**src/rtl/cpu_exec_ctrl.sv**
```systemverilog
// Execute/sequencing core of the single-cycle CPU: control decoder, ALU with
// operand-B select, Ra==Rb comparator, PC adder and PC register.
module cpu_exec_ctrl #(
    parameter logic [31:0] RESET_PC = 32'h0,
    parameter logic [3:0]  LINK_REG = 4'hF
) (
    input  logic        clk,
    input  logic        rst,
    input  logic [3:0]  opcode,
    input  logic [31:0] ra_data,
    input  logic [31:0] rb_data,
    input  logic [31:0] imm_ext,
    output logic [31:0] pc,
    output logic [3:0]  alu_op,
    output logic [31:0] alu_out,
    output logic        eq,
    output logic        m1,
    output logic        m2,
    output logic        m3,
    output logic        m4,
    output logic        m5,
    output logic        m6,
    output logic        m7,
    output logic        wr_en
);

    localparam int unsigned XLEN = 32;
    localparam int unsigned OPW  = 4;

    // Instruction opcodes
    localparam logic [OPW-1:0] OP_ADD  = 4'h0;
    localparam logic [OPW-1:0] OP_SUB  = 4'h1;
    localparam logic [OPW-1:0] OP_AND  = 4'h2;
    localparam logic [OPW-1:0] OP_OR   = 4'h3;
    localparam logic [OPW-1:0] OP_XOR  = 4'h4;
    localparam logic [OPW-1:0] OP_SLL  = 4'h5;
    localparam logic [OPW-1:0] OP_SRL  = 4'h6;
    localparam logic [OPW-1:0] OP_SLT  = 4'h7;
    localparam logic [OPW-1:0] OP_ADDI = 4'h8;
    localparam logic [OPW-1:0] OP_ANDI = 4'h9;
    localparam logic [OPW-1:0] OP_ORI  = 4'hA;
    localparam logic [OPW-1:0] OP_LUI  = 4'hB;
    localparam logic [OPW-1:0] OP_MOV  = 4'hC;
    localparam logic [OPW-1:0] OP_BEQ  = 4'hD;
    localparam logic [OPW-1:0] OP_JR   = 4'hE;
    localparam logic [OPW-1:0] OP_BNE  = 4'hF;

    // ALU operation codes
    localparam logic [OPW-1:0] ALU_ADD  = 4'h0;
    localparam logic [OPW-1:0] ALU_SUB  = 4'h1;
    localparam logic [OPW-1:0] ALU_AND  = 4'h2;
    localparam logic [OPW-1:0] ALU_OR   = 4'h3;
    localparam logic [OPW-1:0] ALU_XOR  = 4'h4;
    localparam logic [OPW-1:0] ALU_NOR  = 4'h5;
    localparam logic [OPW-1:0] ALU_SLL  = 4'h6;
    localparam logic [OPW-1:0] ALU_SRL  = 4'h7;
    localparam logic [OPW-1:0] ALU_SRA  = 4'h8;
    localparam logic [OPW-1:0] ALU_SLT  = 4'h9;
    localparam logic [OPW-1:0] ALU_SLTU = 4'hA;
    localparam logic [OPW-1:0] ALU_LUI  = 4'hB;
    localparam logic [OPW-1:0] ALU_PASB = 4'hC;

    logic [XLEN-1:0] pc_q;
    logic [XLEN-1:0] pc_d;
    logic [XLEN-1:0] pc_inc;
    logic [XLEN-1:0] alu_b;
    logic [4:0]      shamt;

    // Link register is reserved for a future JAL; nothing consumes it yet.
    logic unused_link;
    assign unused_link = ^LINK_REG;

    assign pc = pc_q;
    assign eq = (ra_data == rb_data);

    // Control decode: one select pattern per opcode class
    always_comb begin
        alu_op = ALU_ADD;
        m1     = 1'b0;
        m2     = 1'b0;
        m3     = 1'b0;
        m4     = 1'b0;
        m5     = 1'b0;
        m6     = 1'b0;
        m7     = 1'b0;
        wr_en  = 1'b0;
        case (opcode)
            OP_ADD, OP_SUB, OP_AND, OP_OR, OP_XOR, OP_SLL, OP_SRL, OP_SLT: begin
                m4    = 1'b1;
                m5    = 1'b1;
                m7    = 1'b1;
                wr_en = 1'b1;
                case (opcode)
                    OP_SUB:  alu_op = ALU_SUB;
                    OP_AND:  alu_op = ALU_AND;
                    OP_OR:   alu_op = ALU_OR;
                    OP_XOR:  alu_op = ALU_XOR;
                    OP_SLL:  alu_op = ALU_SLL;
                    OP_SRL:  alu_op = ALU_SRL;
                    OP_SLT:  alu_op = ALU_SLT;
                    default: alu_op = ALU_ADD;
                endcase
            end
            OP_ADDI, OP_ANDI, OP_ORI, OP_LUI: begin
                m5    = 1'b1;
                m6    = 1'b1;
                m7    = 1'b1;
                wr_en = 1'b1;
                case (opcode)
                    OP_ANDI: alu_op = ALU_AND;
                    OP_ORI:  alu_op = ALU_OR;
                    OP_LUI:  alu_op = ALU_LUI;
                    default: alu_op = ALU_ADD;
                endcase
            end
            OP_MOV: wr_en = 1'b1;
            OP_BEQ: m2 = eq;
            OP_JR:  m1 = 1'b1;
            OP_BNE: m2 = ~eq;
            default: ;
        endcase
    end

    assign alu_b = m6 ? imm_ext : rb_data;
    assign shamt = alu_b[4:0];

    // ALU: codes D-F produce zero; arithmetic wraps mod 2^32
    always_comb begin
        alu_out = '0;
        case (alu_op)
            ALU_ADD:  alu_out = ra_data + alu_b;
            ALU_SUB:  alu_out = ra_data - alu_b;
            ALU_AND:  alu_out = ra_data & alu_b;
            ALU_OR:   alu_out = ra_data | alu_b;
            ALU_XOR:  alu_out = ra_data ^ alu_b;
            ALU_NOR:  alu_out = ~(ra_data | alu_b);
            ALU_SLL:  alu_out = ra_data << shamt;
            ALU_SRL:  alu_out = ra_data >> shamt;
            ALU_SRA:  alu_out = XLEN'($signed(ra_data) >>> shamt);
            ALU_SLT:  alu_out = ($signed(ra_data) < $signed(alu_b)) ? XLEN'(1) : '0;
            ALU_SLTU: alu_out = (ra_data < alu_b) ? XLEN'(1) : '0;
            ALU_LUI:  alu_out = alu_b << 16;
            ALU_PASB: alu_out = alu_b;
            default:  alu_out = '0;
        endcase
    end

    // Next PC: jump-register, or sequential/branch byte offset
    always_comb begin
        pc_inc = m2 ? imm_ext : XLEN'(4);
        pc_d   = m1 ? ra_data : pc_q + pc_inc;
    end

    // PC register, cleared asynchronously while rst is low
    always_ff @(posedge clk or negedge rst) begin
        if (!rst) begin
            pc_q <= RESET_PC;
        end else begin
            pc_q <= pc_d;
        end
    end

endmodule

```
**config.mk**
```make
export PLATFORM = sky130hd
export DESIGN_NAME = cpu_exec_ctrl
export DESIGN_NICKNAME = d
export VERILOG_FILES = /design/src/rtl/cpu_exec_ctrl.sv
export SDC_FILE = /design/constraint.sdc
export NUM_CORES = 1
export LEC_CHECK = 0
export CORE_MARGIN = 5
export CORE_UTILIZATION = 42
export CTS_BUF_LIST = sky130_fd_sc_hd__clkbuf_8 sky130_fd_sc_hd__clkbuf_16
export DETAILED_ROUTE_END_ITERATION = 10
export PLACE_DENSITY = 0.7
export SLEW_MARGIN = 20
export SYNTH_ARGS = -nofsm -noshare
export SYNTH_HDL_FRONTEND = slang
export SYNTH_SLANG_ARGS = --single-unit
```
**constraint.sdc**
```tcl
create_clock -name clk -period 5.2 [get_ports clk]
set_clock_uncertainty 0.1 [all_clocks]
set_input_delay 0.78 -clock clk [delete_from_list [all_inputs] [get_ports clk]]
set_output_delay 0.78 -clock clk [all_outputs]
set_load 0.05 [all_outputs]
```
Word level (Yosys, flattened, before mapping)
Cells that the tools add are included.

Bitwise logic cells: 5. Reduce and logical (&&, ||, !) cells: 6. $add $sub $neg: 3. Mux-type cells: 15. Magnitude comparators: 2. Eq/ne operators: 28. Shift-type cells: 3.

Operator list (number): 32-bit case mux with 13 select lines (1); 32-bit two-way mux (3); 32-bit adder (2); 32-bit < comparator (2); 4-bit == test (second input constant) (13); 32-bit bitwise AND (1); 32-bit == test (1); 4-bit by 3-bit == test with 1-bit output (second input constant) (8); 32-bit NOT (1); 32-bit OR (1); 32-bit by 5-bit left shift with 32-bit output (1); 32-bit by 5-bit >> shifter with 32-bit output (1); 32-bit by 5-bit >>> shifter with 32-bit output (1); 32-bit subtractor (1); 32-bit XOR (1); 4-bit case mux with 7 select lines (1); 4-bit by 2-bit == test with 1-bit output (second input constant) (4); 13-bit OR reduction (1); 4-bit case mux with 3 select lines (1); 12-bit OR reduction (1); 4-bit by 1-bit == test with 1-bit output (second input constant) (2); 4-bit zero test (2); 4-bit case mux with 2 select lines (1); 8-bit OR reduction (1); 4 further kinds (10).

Input port bits: 102. Output and inout port bits: 77. Register bits: 32.

Logic depth before layout (Yosys ltp)
Gate-level depths: netlist (run 1).

Depth in word-level cells: 7. Gate-level depth with buffers: 22.

Worst setup path after synthesis (run 1)
Ideal clock, no wire load.

Path kind: input -> output. Start: input port opcode[3]. End: output port alu_out[30]. Setup slack: -1571 ps. Arrival: 5891 ps. Stages on the path: 21. Cell sequence: buf_2 nand2b_1 buf_6 buf_6 inv_1 clkbuf_1 clkbuf_1 nand2_1 nand2_1 inv_1 ha_1 clkbuf_1 nand3_1 nor4b_1 a21oi_1 o21ai_1 a21oi_1 o41ai_2 a221oi_1 o221a_2 o21ai_0.

Cells in the longest elaborated chain, start to end: 7. Elaborated cells between the ends (all ways): 42. Those cells by class: 2 x add/sub; 23 x eq/ne; 3 x shift; 6 x mux; 4 x bitwise; 4 x reduce/logical.

RTL lines: from (decl) (RTL line 9) `input logic [3:0] opcode,`; 4-bit == test (RTL line 87) `case (opcode)`; 4-bit OR reduction (*); 1-bit two-way mux (*) (RTL line 87); named net m6 (RTL line 22) `output logic m6,`; 32-bit two-way mux (*) (RTL line 124) `assign alu_b = m6 ? imm_ext : rb_data;`; parallel branches: the longest is 2 deep, another holds 32-bit subtractor; 32-bit case mux with 13 select lines (*) (RTL line 130) `case (alu_op)`; to (decl) (RTL line 15) `output logic [31:0] alu_out,`.

Mark *: on every way through the listed nets, which the timed path passes.

Worst setup path in the final report (run 1)
Start: input port imm_ext[2]. End: output port alu_out[17].

Cells in the longest elaborated chain, start to end: 3. Elaborated cells between the ends (all ways): 7. Those cells by class: 2 x add/sub; 3 x shift; 2 x mux.

RTL lines: from (decl) (RTL line 12) `input logic [31:0] imm_ext,`; 32-bit two-way mux (*) (RTL line 124); 32-bit subtractor (tied with other cells) (RTL line 132) `ALU_SUB: alu_out = ra_data - alu_b;`; 32-bit case mux with 13 select lines (*) (RTL line 130).

Every way passes the cells marked *; elsewhere a longest branch is shown, timed or not.

==> impl_metrics.ini, run 1 <==
[run_status]
status = finished, violations left
violations = design-rule violations, negative setup slack

[synthesis]
ys_async_sr_fraction_pct = 100
yosysTopAreaCellShare_pct = 12.8
synth_ff_type = dfrtp_1
yosysMostFrequentCell = nand2_1
synth_top_area_cell = ha_1
synth_cells = 1766
syn_avg_cell_area_um2 = 6.77
ys_seq_area_share_pct = 6.70
yosysWarnings = 0
ys_ff_latch = 32
netlist_area_um2 = 11900
synth_edf_count = 0
yosys-top-cells-count = nand2_1, nor2_1, a21oi_1
netlist_top_cells_area = ha_1, nand2_1, dfrtp_1
ys_types = 86
synthesis.nets = 1992

[power_and_ir_drop]
ir_drop_uv = 346
combPwrFrac_pct = 84.2
p_sw_mw = 2.68
power_density_nw_per_um2 = 258
internal_power_mw = 2.34
swShare_pct = 53.4
p_total_mw = 5.02
p_seq_share_pct = 9.4
pwr-share-clk_pct = 6.4
leakage_nw = 9.00

[setup_path]
crit_arrival_ns = 4.34
crit_chain = clkdlybuf4s50_1 -> nand3b_1 -> a21boi_4 -> buf_4 -> buf_6 -> mux4_2 -> nand2_1 -> nand2_1 -> a32oi_1 -> buf_4 -> o211ai_1 -> or3b_1 -> o2bb2ai_1 -> o31ai_4 -> buf_4
critPathKind = in2out
r2r_cells = 14
start_kind = input pin
worstReg2RegStart = pc[0]$_DFF_PN0_
cpMostUsedCell = buf_4
r2r_slack_ns = 2.26
worstSetupStartpoint = imm_ext[2]
cpPeakStageDelay_ns = 0.42
cpMaxStageDelayCell = clkdlybuf4s50_1
cp.required_ns = 4.32
end_kind = output port
endpoint = alu_out[17]
cp_max_fo = 28
rr_endpoint = pc[28]$_DFF_PN0_

[die]
die_h_um = 179
pin_count = 179
core_um2 = 27900
row_count = 61
die_area_um2 = 31900
start_util_pct = 42.8
die_x_um = 179

[routing]
ant_nets = 0
avgViaCountPerCell = 6.44
dr.first_iter.drc_count = 2126
drc = 2
wire_per_inst_um = 26.3
dr_total_vias = 17500
wl_mm = 71.5
firstDrtPassIters = 11

[global_routing]
groute.usage.overall_pct = 42.3
overflow = 0
first_global_vias = 16800
grt_max_degree = 54
antenna_found_initial = 0
grt_pass1_wl_mm = 103

[clock_tree]
clockBufferDepth = 2
insertion_delay_ns = 0.29
cts_inserted_buffers = 5
cts_sinks = 32
tritoncts = built
cts-root-buf = clkbuf_16
cts.clk_slew.worst_paths_ns = 0.06
ctsHtreeMaxLevel = 2

[sta]
finalWorstSetupSlack_ns = -0.0205
hold_viol = 0
finalSetupTns_ns = -0.0561
setup_viol = 4
slew-limit-headroom_pct = 30.6
finalCriticalPeriod_ns = 5.22
grt_setup_unrepaired = true
fmax_ghz = 0.192
period_share_pct = 100
slew_violations = 0
tightest_slew_ns = 1.03

[placed_design]
dp_hpwl_mm = 55.4
placed_cell_area_um2 = 17700
dpl_worst_slack_ns = -0.744
place_congestion = 1.09
io_buffers = 177
place_inst = 2658

[cells_and_area]
nets = 2565
finalNonFillerCells = 2718
fillers = 2334
area_delta_synth_final_pct = 63.0
final_layout_size_suffix_gt1_share_pct = 35.5
largest_reg_flops = 32
final_area_um2 = 19500

[worst_hold_path]
hp-class = reg2reg

[flow_run]
drv_cap = 0
cell type report:
class / count / area, um2 / share of cell area (%)
inverter: 107 / 434 / 2.23
antenna: 1 / 2.50 / 0.0129
clock buffer: 7 / 153 / 0.784
multi-input combinational: 1494 / 11500 / 59.2
tap: 378 / 473 / 2.43
sequential: 32 / 801 / 4.11
timing repair buffer: 698 / 6070 / 31.2
timing repair inverter: 1 / 7.51 / 0.0386
critical path: cells and delay by family:
kind                   cells  cell delay [ns]
multiplexers               1             0.36
buffers and inverters      5             1.48
AO/OA/AOI/OAI              5             0.97
AND/OR/NAND/NOR            4             0.73
per-layer routing:
layer / wire (um) / up-vias / GRT usage (%)
met5: 0 / - / 0
met4: 5310 / 0 / 22.4
met3: 8120 / 320 / 9.45
met2: 31500 / 1338 / 67.7
met1: 26600 / 8250 / 53.2
li1: - / 7592 / -
power groups by stage:
| stage | Combinational [mW] | Sequential (mW) | Clock [mW] |
|---|---|---|---|
| final | 4.22 | 0.473 | 0.322 |
| after detailed placement | 3.81 | 0.461 | 0 |
| after global placement | 3.76 | 0.462 | 0 |
| after CTS | 3.94 | 0.465 | 0.324 |
| after floorplan | 1.73 | 0.882 | 0 |
| after global routing | 4.42 | 0.484 | 0.341 |
what timing repair did:
action                     in CTS  in global routing
resized for setup             160                154
pin swaps                      44                 67
cloned                          1                  1
buffers inserted               31                 22
setup endpoints to repair      39                 34
hold buffers                    0                  0
kinds of logic after synthesis:
group / Yosys count / share of synthesized area (%)
mux: 95 / 10.0
other cells: 1 / 0.0314
compound gates: 585 / 33.2
xor+xnor: 67 / 4.91
buf+inv: 240 / 8.25
flops: 32 / 6.70
fa+ha+maj: 124 / 13.1
simple gates: 622 / 23.7
worst min-delay path by stage:
stage                               start              end  slack [ns]  cells past startpoint
after global routing      pc[0]$_DFF_PN0_  pc[0]$_DFF_PN0_        0.62                      3
after CTS                 pc[0]$_DFF_PN0_  pc[0]$_DFF_PN0_        0.54                      3
after floorplan                       rst  pc[0]$_DFF_PN0_        0.38                      0
final                     pc[0]$_DFF_PN0_  pc[0]$_DFF_PN0_        0.61                      3
after global placement    pc[0]$_DFF_PN0_  pc[0]$_DFF_PN0_        0.50                      3
after detailed placement  pc[0]$_DFF_PN0_  pc[0]$_DFF_PN0_        0.53                      3
through the flow:
step / utilization, % / hold WS [ns]
after floorplan: - / 0.384
after global placement: 63.3 / 0.503
after detailed placement: 63.3 / 0.530
after CTS: 66.7 / 0.542
after global routing: 69.7 / 0.622
final: 69.7 / 0.606
layout by cell type (no fill, tap or decap), types with 13 or more instances in the layout:
master           count
and2_1              37
buf_6               24
clkdlybuf4s50_1    116
nor2_1             159
nor3_1              17
mux4_2              18
nand2_1            221
o21a_1              14
buf_4              503
a21o_1              25
xnor2_1             21
dfrtp_1             32
o221ai_1            17
o21bai_1            22
a211oi_1            22
nand3_1             31
o21ai_0             83
xor2_1              43
a221o_1             13
a21oi_1            114
ha_1                96
nand2b_1            13
ha_4                20
nand2_4             13
a31oi_1             22
a21oi_2             21
o22ai_1             19
nand2_2             17
o211ai_1            33
buf_12              28
a221oi_1            20
mux2i_1             65
inv_1               86
Note: power is estimated with default switching activity, not from simulation.
==> inputs of run 2 (changes only) <==
Settings changed: CORE_UTILIZATION 42 to 50, PLACE_DENSITY 0.7 to 0.81.
==> run 2 against run 1 <==
Net effect:
- the flow finishes with violations (negative setup slack)
- count of clock-buffer cells in the layout down 1
- worst hold slack improved by 0.0025 ns
- total power increased by 0.75%
- design area is 1.3% lower
- sequential cell count unchanged
- clock power down 4%
- non-clock buffer count fell by 23
- wire length up 0.93%
- core utilization increased by 12 points
- critical path depth rose by 5
- critical path type unchanged
==> impl_metrics.ini, run 2 (same netlist as run 1, synthesis figures left out) <==
[run_status]
violations = negative setup slack
status = finished, violations left

[power_and_ir_drop]
leakage_nw = 9.10
power_density_nw_per_um2 = 263
internal_power_mw = 2.33
ir_drop_uv = 327
p_seq_share_pct = 9.3
p_sw_mw = 2.72
combPwrFrac_pct = 84.6
swShare_pct = 53.9
pwr-share-clk_pct = 6.1

[routing]
wl_mm = 72.2
wire_per_inst_um = 27.4
drc = 0
ant_nets = 0
dr.first_iter.drc_count = 3474
firstDrtPassIters = 8
avgViaCountPerCell = 6.96
dr_total_vias = 18400

[setup_path]
path_buf_inv = 8
crit_chain = buf_6 -> nand2b_4 -> buf_6 -> mux2i_4 -> inv_4 -> ha_4 -> buf_6 -> inv_4 -> a221oi_2 -> o2111ai_2 -> o211ai_1 -> a31oi_1 -> buf_4 -> a21oi_4 -> o31ai_1 -> buf_4 -> and2_1 -> a31oi_1 -> o22ai_4 -> buf_6
worst-path-stages = 20
r2r_cells = 15
crit_family = compound AO/OA/AOI/OAI gates
cp.required_ns = 4.32
crit_arrival_ns = 4.76
cp_max_fo = 4
critPathKind = in2out
cpMostUsedCell = buf_6
start_kind = input pin
cpPeakStageDelay_ns = 0.66
end_kind = output port
cpMaxStageDelayCell = a221oi_2

[clock_tree]
cts-root-buf = clkbuf_16
clockBufferDepth = 2
cts_sinks = 32
cts_inserted_buffers = 5
insertion_delay_ns = 0.29
tritoncts = built
ctsHtreeMaxLevel = 2
cts.clk_slew.worst_paths_ns = 0.06

[placed_design]
placed_cell_area_um2 = 17500
dp_hpwl_mm = 52.0
dpl_worst_slack_ns = -0.640
place_congestion = 1.18
io_buffers = 177

[cells_and_area]
final_area_um2 = 19200
final_common_cell = buf_4
largest_reg_flops = 32
area_delta_synth_final_pct = 60.8
final_cell_mix = buf_4, nand2_1, nor2_1
final_layout_size_suffix_gt1_share_pct = 34.3
nets = 2541
fillers = 1486

[worst_hold_path]
hp-class = reg2reg
holdPathStages = 3

[sta]
grt_setup_unrepaired = true
setup_viol = 30
hold_viol = 0
tightest_slew_ns = 0.760
finalCriticalPeriod_ns = 5.64
period_share_pct = 108
fmax_ghz = 0.177
slew-limit-headroom_pct = 49.4
finalWorstSetupSlack_ns = -0.440
slew_violations = 0

[die]
row_count = 56
pin_count = 179
core_um2 = 23500
die_x_um = 165
die_h_um = 165
start_util_pct = 50.9
die_area_um2 = 27100

[global_routing]
grtUsageMet3_pct = 13.4
overflow = 0
top_usage_layer = met2
met1_usage_pct = 57.5
antenna_found_initial = 6
met2_usage_pct = 73.0
groute.usage.overall_pct = 48.0
grt_max_degree = 55
grt_pass1_wl_mm = 100
first_global_vias = 17200

[flow_run]
drv_cap = 0
## run 2: cell types whose count changed in the layout (fill, tap and decap cells not counted), sizes merged
cell / change
inv: +3
buf: -25
clkbuf: +1
clkdlybuf4s50: -22
dlygate4sd2: -2
diode: +2
clkinvlp: -2
dlymetal6s2s: +24
## run 2: final cells by class
| cell class | instances | area [um2] | area share, % |
|---|---|---|---|
| flip-flops and latches | 32 | 801 | 4.17 |
| repair buffers | 675 | 5950 | 31.0 |
| clock buffers | 6 | 139 | 0.723 |
| inverters | 107 | 438 | 2.28 |
| well taps | 319 | 399 | 2.08 |
| diodes | 3 | 7.51 | 0.0391 |
| clock inverters | 2 | 7.51 | 0.0391 |
| multi-input cells | 1494 | 11500 | 59.7 |
## run 2: power groups by stage
stage	Combinational, mW	Sequential [mW]	Clock (mW)
global route	4.42	0.477	0.316
finish	4.27	0.470	0.309
floorplan	1.73	0.882	0
global placement	3.71	0.461	0
CTS	3.93	0.462	0.302
detailed placement	3.79	0.463	0
## run 2: final timing paths
| check | startpoint | end | slack [ns] |
|---|---|---|---|
| setup / recovery | opcode[2] | alu_out[31] | -0.44 |
| hold reg to reg | pc[0]$_DFF_PN0_ | pc[0]$_DFF_PN0_ | 0.61 |
| hold / removal | pc[0]$_DFF_PN0_ | pc[0]$_DFF_PN0_ | 0.61 |
| min in group asynchronous | rst | pc[24]$_DFF_PN0_ | 0.82 |
| max in group asynchronous | rst | pc[4]$_DFF_PN0_ | 3.84 |
| setup reg to reg | pc[0]$_DFF_PN0_ | pc[22]$_DFF_PN0_ | 2.17 |
## run 2: what timing repair did
action                     CTS  global route
cloned                       1             2
hold endpoints to repair     0             0
pin swaps                   47            80
resized for setup          151           158
hold buffers                 0             0
setup endpoints to repair   38            38
setup buffers               17            21
## run 2: worst min-delay path: cells and delay by family (launching register included)
| kind | cells | cell delay, ns |
|---|---|---|
| flops | 1 | 0.37 |
| fa+ha+maj | 1 | 0.18 |
| simple gates | 1 | 0.05 |
| compound gates | 1 | 0.07 |
## run 2: metrics by stage
stage                     cells  power (mW)  utilization, %  hold WS, ns  TNS, ns
after global placement     2589        4.17            74.7        0.513    -8.92
after global routing       2636        5.21            81.8        0.604    -7.05
after detailed placement   2589        4.25            74.7        0.527   -12.89
final                      2638        5.05            81.9        0.608    -4.13
after floorplan            1766        2.61               -        0.384    -1.16
after CTS                  2615        4.70            78.2        0.540  -0.0222
## run 2: routing by layer
metal / wire [um] / share of wire [%]
met5: 58 / 0.080
met4: 8250 / 11
met3: 10300 / 14
met2: 29300 / 41
met1: 24300 / 34
